## config.mk

```make
export PLATFORM = sky130hd
export DESIGN_NAME = v_load_wb
export DESIGN_NICKNAME = d
export VERILOG_FILES = /design/src/rtl/v_load_wb.sv
export SDC_FILE = /design/constraint.sdc
export NUM_CORES = 1
export LEC_CHECK = 0
export ABC_CLOCK_PERIOD_IN_PS = 3000
export CORE_AREA = 5 5 254 256
export CTS_CLUSTER_SIZE = 24
export DETAILED_ROUTE_END_ITERATION = 6
export DIE_AREA = 0 0 259 261
export PLACE_DENSITY = 0.71
export SLEW_MARGIN = 20
export SYNTH_ARGS = -nofsm -noshare
export SYNTH_HDL_FRONTEND = slang
export SYNTH_SLANG_ARGS = --single-unit
```

## constraint.sdc

```tcl
create_clock -name clk -period 3 [get_ports clk]
set_input_delay 0.3 -clock clk [delete_from_list [all_inputs] [get_ports clk]]
set_output_delay 0.3 -clock clk [all_outputs]
set_load 0.01 [all_outputs]
```

## src/rtl/v_load_wb.sv

```systemverilog
// Load writeback: captures a 512-bit load result and writes it to the VRF one 128-bit register per grant.
// Latency: l_done at edge n -> vrf_we with beat 0 visible in cycle n+1; one beat per granted cycle, no bubbles.
// Backpressure: beats hold stable while vrf_wr_gnt is low; l_done while a group is in flight is dropped with overrun_err.
//
// Ports:
//   clk, nrst                  clock, asynchronous active-low reset
//   l_done, l_data_in          load-complete strobe and 512-bit load result
//   lmul, vd                   group size encoding and base register, sampled with an accepted l_done
//   vrf_wr_gnt                 write-port grant for the presented beat
//   vrf_we/vrf_waddr/vrf_wdata write request, register address, register data
//   busy, wb_done, overrun_err group in flight, group-finished pulse, dropped-load pulse
module v_load_wb #(
  parameter int VLEN     = 128,
  parameter int MAX_REGS = 4,
  parameter int VREG_AW  = 5
) (
  input  logic                     clk,
  input  logic                     nrst,
  input  logic                     l_done,
  input  logic [VLEN*MAX_REGS-1:0] l_data_in,
  input  logic [2:0]               lmul,
  input  logic [VREG_AW-1:0]       vd,
  input  logic                     vrf_wr_gnt,
  output logic                     vrf_we,
  output logic [VREG_AW-1:0]       vrf_waddr,
  output logic [VLEN-1:0]          vrf_wdata,
  output logic                     busy,
  output logic                     wb_done,
  output logic                     overrun_err
);

  typedef enum logic {IDLE = 1'b0, WRITE = 1'b1} state_t;

  state_t                     state_q, state_d;
  logic [VLEN*MAX_REGS-1:0]   buf_q, buf_d;
  logic [VREG_AW-1:0]         vd_q, vd_d;
  logic [2:0]                 count_q, count_d;
  logic [1:0]                 k_q, k_d;
  logic                       wb_done_q, wb_done_d;
  logic                       overrun_q, overrun_d;

  logic [2:0] lmul_count;
  logic       beat_done;
  logic       last_beat;
  logic       final_done;
  logic       accept;

  // Register count for the group; reserved encodings are treated as a single register.
  always_comb begin
    lmul_count = 3'd1;
    case (lmul)
      3'b001:  lmul_count = 3'd2;
      3'b010:  lmul_count = 3'd4;
      default: lmul_count = 3'd1;
    endcase
  end

  assign beat_done  = (state_q == WRITE) && vrf_wr_gnt;
  assign last_beat  = ({1'b0, k_q} == (count_q - 3'd1));
  assign final_done = beat_done && last_beat;
  // A new load fits only when idle or when the current group retires on this very edge.
  assign accept     = l_done && ((state_q == IDLE) || final_done);

  always_comb begin
    state_d   = state_q;
    buf_d     = buf_q;
    vd_d      = vd_q;
    count_d   = count_q;
    k_d       = k_q;
    wb_done_d = final_done;
    overrun_d = l_done && !accept;

    if (accept) begin
      state_d = WRITE;
      buf_d   = l_data_in;
      vd_d    = vd;
      count_d = lmul_count;
      k_d     = 2'd0;
    end else if (final_done) begin
      state_d = IDLE;
      k_d     = 2'd0;
    end else if (beat_done) begin
      k_d = k_q + 2'd1;
    end
  end

  always_ff @(posedge clk or negedge nrst) begin
    if (!nrst) begin
      state_q   <= IDLE;
      buf_q     <= '0;
      vd_q      <= '0;
      count_q   <= '0;
      k_q       <= '0;
      wb_done_q <= 1'b0;
      overrun_q <= 1'b0;
    end else begin
      state_q   <= state_d;
      buf_q     <= buf_d;
      vd_q      <= vd_d;
      count_q   <= count_d;
      k_q       <= k_d;
      wb_done_q <= wb_done_d;
      overrun_q <= overrun_d;
    end
  end

  // Outputs decode directly from flops; address and data are forced to zero outside WRITE.
  always_comb begin
    vrf_we    = (state_q == WRITE);
    vrf_waddr = '0;
    vrf_wdata = '0;
    if (state_q == WRITE) begin
      vrf_waddr = vd_q + VREG_AW'(k_q);   // wraps modulo the register file size
      vrf_wdata = buf_q[int'(k_q)*VLEN +: VLEN];
    end
  end

  assign busy        = (state_q == WRITE);
  assign wb_done     = wb_done_q;
  assign overrun_err = overrun_q;

endmodule
```

==> summary.md, run 1 <==
| Metric | Value |
|---|---|
| Worst Hold Class | `primary input to asynchronous set/reset pin` |
| Crit-path cells | `buf_12 -> buf_16 -> mux4_2 -> and2_1 -> clkdlybuf4s50_1` |
| Fin util | `57.4%` |
| Post-synthesis cell count | `1449` |
| Worst path required time | `2700 ps` |
| Critical path depth | `5` |
| Ranking of synthesized cells by area | `dfrtp_1 (50%), mux2_4 (29%), mux4_2 (11%)` |
| Congestion Overflow GR | `0` |
| Setup Viol. Count Final | `0` |
| Synth cell types | `36` |
| TritonCTS clock tree | `done` |
| Clk pin slew, worst setup/hold paths | `60 ps` |
| Clk_lat worst skew | `600 ps` |
| Avg WL per Cell | `24.9 um` |
| Delay-heaviest family, CP | `buffers and inverters` |
| Starting DRT DRC Count | `945` |
| Worst VDD drop | `862 uV` |
| Crit Path Class | `flip-flop to output port` |
| Routed wire length | `76300 um` |
| Largest net degree at the start of global routing | `90` |
| Final worst slack | `73.2 ps` |
| Total placed cells including tap cells | `2909` |
| Slowest stage delay, CP | `510 ps` |
| Syn Nets | `1977` |
| Non-filler cells, final | `3063` |
| H-tree depth | `2` |
| Pins Over Slew Limit | `0` |
| Dominant synthesized flop cell | `dfrtp_1` |
| CP endpoint kind | `output port` |
| Core Footprint | `62300 um2` |
| Part of the cycle the worst path needs | `97.6%` |
| Port bufs | `660` |
| Fill cell count | `4835` |
| Status | `finished, final reports clean` |
| FMAX | `342 MHz` |
| Top cell type's share of synthesized area | `50.2%` |
| Via density | `5.06` |
| Most common cell in the netlist | `dfrtp_1` |
| ANT nets after route | `0` |
| Final Hold Violating Endpoints | `0` |
| Number of flops mapped to enable cells by yosys | `0` |
| Sequential Area | `13100 um2` |
| Hpwl dp | `54500 um` |
| Max-cap violations | `0` |
| Dominant cell type by area after synthesis | `dfrtp_1` |
| Clock tree sinks | `525` |
| Worst path bufs/invs | `3` |
| Clk Tree Root Cell | `clkbuf_16` |
| GP Congestion | `0.874` |
| Worst Tran Pin Value | `713 ps` |
| Global-route wire length before repair | `113000 um` |
| # DRC | `0` |
| Pwr/cell area | `1230 nW/um2` |
| Synth warn | `0` |
| Synthesis-to-finish area growth | `36.6%` |
| Die Y | `261 um` |
| Crit path arrival time | `2630 ps` |
| Clk buf depth | `3` |
| GRT Util Overall | `21.8%` |
| Die X-Extent | `259 um` |
| Worst setup SP type | `flip-flop` |
| Seq cells post-synth | `525` |
| Final #Nets | `2671` |
| Ports | `661` |
| Share of cells above drive strength 1 | `37.8%` |
| Clock Skew | `12.5 ps` |
| Vias | `15500` |
| Site Rows | `92` |
| Multi-input logic area | `11700 um2` |
| Final Critical Period | `2930 ps` |
| Cts bufs inserted | `58` |
| Crit-path slowest cell | `mux4_2` |
| Slew HR | `52.4%` |
| Synthesized area | `26200 um2` |
| Starting Density | `42.0%` |
| Leakage power | `15.5 nW` |
| Antenna violations before repair | `34` |
| Drt first pass iters | `5` |
| Vias in the first global route | `17600` |
| Sequential area share after synthesis | `50.2%` |
| Die area | `67600 um2` |
| Syn avg cell area | `18.1 um2` |
| Asr flop ratio synth | `100%` |
| R2r worst-path depth | `7` |
| DP Worst Slack | `469 ps` |
| Crit-path max FO | `7` |
| Top post-synthesis cells by count | `dfrtp_1 (525), mux2_4 (498), and2_1 (131)` |
[kinds of logic after synthesis]
group	after synthesis	share of synthesized area [%]
adder cells (fa/ha/maj)	4	0.220
XOR/XNOR	6	0.258
multiplexers	648	40.5
flip-flops	525	50.2
AND/OR/NAND/NOR	149	3.51
AO/OA/AOI/OAI	9	0.239
buffers and inverters	108	5.10
[worst paths after layout]
path,from,end,slack [ps]
worst min-delay path,nrst,buf_q[40]$_DFFE_PN0P_,300
min in group clk,l_data_in[1],buf_q[1]$_DFFE_PN0P_,310
worst max-delay path,k_q[0]$_DFFE_PN0P_,vrf_wdata[74],70
max in group asynchronous,nrst,buf_q[137]$_DFFE_PN0P_,1690
worst min register to register,buf_q[411]$_DFFE_PN0P_,buf_q[411]$_DFFE_PN0P_,500
worst max register to register,k_q[0]$_DFFE_PN0P_,buf_q[203]$_DFFE_PN0P_,450
[cell type report]
cell class,instances,share of cell area [%]
flip-flops and latches,525,36.8
clock inverters,19,0.633
inverters,4,0.0420
well taps,846,2.96
repair buffers,738,21.6
diodes,26,0.182
clock buffers,89,5.01
multi-input cells,816,32.8
[repair_timing]
action / 4_1_cts / 5_1_grt
setup endpoints to repair: 105 / 32
gates resized for setup: 77 / 20
gates cloned: 4 / 2
pin swaps: 0 / 0
hold endpoints to repair: 66 / 0
buffers inserted: 10 / 3
hold buffers: 1 / 0
[placed cells by master (no fill, tap or decap), drive strengths merged, types with 4 or more instances in the layout]
cell,synthesis,routed
clkinv,0,13
and2,131,131
mux4,128,128
diode,0,26
clkdlybuf4s50,0,580
dlymetal6s2s,0,19
inv,4,4
dfrtp,525,525
bufinv,0,5
dlygate4sd2,0,60
mux2,518,518
nor2,5,5
clkbuf,26,91
buf,78,76
[state kept, by name (all words and copies together), names as in the netlist]
name / count
wb_done: 1
count_q: 3
buf_q: 512
vd_q: 5
busy: 1
k_q: 2
overrun_err: 1
[per-layer routing]
layer	track usage, %	share of wire [%]
met4	7.54	2.7
met2	35.9	49
met3	5.35	6.6
met1	28.4	41
met5	0	0.15
[per-stage QoR]
step	power [mW]	TNS (ps)	cell area, um2	hold WS (ps)
2_1_floorplan	29.4	0	26200	4.41
3_3_place_gp	36.3	0	33300	365
3_5_place_dp	36.8	0	33300	367
4_1_cts	44.5	-20.1	35600	264
5_1_grt	46.3	-0.706	35700	279
6_report	44.1	0	35800	300
[worst register-to-register path, cell delays in order, from the launching register on]
cell and delay (ps):
dfrtp_4 530, buf_12 150, buf_16 160, xor2_2 240, a41o_4 380, buf_12 260
buf_12 320, mux2_4 370
[report_power, final]
group          total (mW)  leakage [nW]  switching [mW]  internal, mW
combinational        23.3          8.29            8.33          15.0
clock                7.47          1.00            2.96          4.52
sequential           13.3          6.21            2.46          10.9
total                44.1          15.5            13.7          30.4
Note: power is estimated with default switching activity, not from simulation.
==> run 2: changes to the inputs <==
--- a/config.mk
+++ b/config.mk
@@ -5,7 +5,6 @@
 export SDC_FILE = /design/constraint.sdc
 export NUM_CORES = 1
 export LEC_CHECK = 0
-export ABC_CLOCK_PERIOD_IN_PS = 3000
 export CORE_AREA = 5 5 254 256
 export CTS_CLUSTER_SIZE = 24
 export DETAILED_ROUTE_END_ITERATION = 6
==> results of run 2 <==
The final DEF is identical to that of run 1; final timing and power are the same.
==> run 3: changes to the inputs <==
==> config.mk (replaced) <==
export PLATFORM = sky130hd
export DESIGN_NAME = v_load_wb
export DESIGN_NICKNAME = d
export VERILOG_FILES = /design/src/rtl/v_load_wb.sv
export SDC_FILE = /design/constraint.sdc
export NUM_CORES = 1
export LEC_CHECK = 0
export CORE_AREA = 5 5 252 254
export CTS_CLUSTER_SIZE = 24
export DETAILED_ROUTE_END_ITERATION = 6
export DIE_AREA = 0 0 257 259
export PLACE_DENSITY = 0.72
export SYNTH_ARGS = -nofsm -noshare
export SYNTH_HDL_FRONTEND = slang
export SYNTH_SLANG_ARGS = --single-unit
==> run 3 against run 2 <==
  * Sequential share of layout area shrank 0.080 points
  * Sequential cell count is the same
  * Critical path depth is the same
  * Die area shrank 1.5%
  * Via count shrank 0.75%
  * Non-clock buffer count grew 14
==> summary.md, run 3 (synthesized netlist as in run 1, its figures left out) <==
| Metric | Value |
|---|---|
| Starting Density | `42.9%` |
| Vias in the first global route | `17700` |
| Slew HR | `49.2%` |
| R2r setup slk | `250 ps` |
| Synthesis-to-finish area growth | `36.9%` |
| Max-cap violations | `0` |
| Worst Tran Pin Value | `762 ps` |
| Drt first pass iters | `4` |
| Routed wire length | `73400 um` |
| DP Worst Slack | `470 ps` |
| ANT nets after route | `0` |
| Share of cells above drive strength 1 | `38.0%` |
| Die X-Extent | `257 um` |
| Status | `finished, final reports clean` |
| Worst Hold Class | `primary input to asynchronous set/reset pin` |
| Clock Skew | `11.2 ps` |
| Hold slack final | `287 ps` |
| TritonCTS clock tree | `done` |
| Non-filler cells, final | `3011` |
| Final Critical Period | `2920 ps` |
| Clk_lat worst skew | `600 ps` |
| Setup TNS Final | `0 ps` |
| Crit-path max FO | `10` |
| Met3 wire length | `5190 um` |
| Port bufs | `660` |
| Largest net degree at the start of global routing | `80` |
| RSZ-0062 raised after global routing | `true` |
| # DRC | `0` |
| Reg2reg end | `buf_q[370]$_DFFE_PN0P_` |
| Clock tree sinks | `525` |
| Antenna violations before repair | `31` |
| Clk pin slew, worst setup/hold paths | `60 ps` |
| Global-route wire length before repair | `110000 um` |
| Ports | `661` |
| Highest routed layer | `met5` |
| Leakage power | `15.6 nW` |
| Fin area | `35800 um2` |
| Final worst slack | `82.9 ps` |
| Part of the cycle the worst path needs | `97.2%` |
| Site Rows | `91` |
| Congestion Overflow GR | `0` |
| H-tree depth | `2` |
| Met2 WL | `36600 um` |
| GRT Util Overall | `21.3%` |
| Crit Path Class | `flip-flop to output port` |
| Die area | `66600 um2` |
| Tot Pwr | `43.9 mW` |
| R2r worst-path depth | `8` |
| Final Hold Violating Endpoints | `0` |
| Fill cell count | `4619` |
| Post-Place Cell Area | `33400 um2` |
| Worst setup SP type | `flip-flop` |
| Clk Tree Root Cell | `clkbuf_16` |
| Die Y | `259 um` |
| Commonest non-fill, non-tap cell in the layout | `clkdlybuf4s50_1` |
| FMAX | `343 MHz` |
| Hpwl dp | `52900 um` |
| Cts bufs inserted | `59` |
| Fin util | `58.7%` |
| Commonest cells after routing, fill and taps aside | `clkdlybuf4s50_1 (559), dfrtp_1 (522), mux2_4 (498), and2_1 (129), mux4_2 (128)` |
| Avg WL per Cell | `24.4 um` |
| Vias | `15400` |
| Clk buf depth | `3` |
| Setup Viol. Count Final | `0` |
| Final #Nets | `2686` |
| Pins Over Slew Limit | `0` |
| Worst path required time | `2700 ps` |
| Crit path arrival time | `2620 ps` |
| Worst VDD drop | `619 uV` |
| Largest register by flop count | `buf_q` |
| Pwr/cell area | `1230 nW/um2` |
| Via density | `5.11` |
| Total placed cells including tap cells | `2860` |
| Core Footprint | `61000 um2` |
| Max reg flops | `512` |
| R2r startpoint | `k_q[0]$_DFFE_PN0P_` |
| Top Registers | `buf_q: 512 flops, vd_q: 5 flops, count_q: 3 flops` |
| Met1 Wirelength | `29100 um` |
| GP Congestion | `0.883` |
| Starting DRT DRC Count | `635` |
| CP endpoint kind | `output port` |
run 3: changes by cell type in the layout (fill, tap and decap cells not counted), sizes merged:
cell           change
clkdlybuf4s50     -21
clkdlybuf4s15     +20
buf               +13
diode             -10
dlygate4sd2        +6
dlymetal6s2s       -5
clkinv             -3
bufbuf             +2
bufinv             +1
inv                +1
run 3: worst max-delay path, stage by stage (launching register included):
cell and delay, ps:
dfrtp_4 540, buf_16 180, buf_4 120, mux4_2 480
and2_1 160, clkdlybuf4s50_1 530
run 3: repair_timing:
item | CTS | global route
hold buffers | 1 | 0
setup endpoints to repair | 129 | 35
buffers inserted | 15 | 7
resized for setup | 93 | 41
hold endpoints to repair | 63 | 0
cloned | 3 | 1
run 3: worst max path at each step:
stage / start / endpoint / cells past startpoint
after floorplan: count_q[0]$_DFFE_PN0P_ / buf_q[463]$_DFFE_PN0P_ / 8
after global placement: k_q[1]$_DFFE_PN0P_ / vrf_wdata[92] / 4
after detailed placement: count_q[0]$_DFFE_PN0P_ / buf_q[379]$_DFFE_PN0P_ / 7
after CTS: k_q[0]$_DFFE_PN0P_ / vrf_wdata[68] / 4
after global routing: k_q[0]$_DFFE_PN0P_ / vrf_wdata[101] / 5
final: k_q[0]$_DFFE_PN0P_ / vrf_wdata[6] / 5
run 3: layer usage:
layer	vias up	GRT usage, %
met5	-	0
met4	20	7.62
met3	148	6.42
met2	498	35.5
met1	8015	26.4
li1	6697	-
run 3: final cells by class:
cell class	instances	area, um2	area share [%]
Clock buffer	90	1760	4.90
Antenna cell	16	40.0	0.112
Sequential cell	525	13100	36.7
Inverter	4	15.0	0.0419
Multi-Input combinational cell	816	11700	32.7
Clock inverter	18	250	0.698
Timing Repair Buffer	752	7910	22.1
Tap cell	790	988	2.76
run 3: power breakdown:
group	internal, mW	switching [mW]	leakage [nW]
Sequential	10.9	2.28	6.21
Combinational	15.1	8.25	8.37
Clock	4.52	2.93	0.987
Total	30.5	13.5	15.6
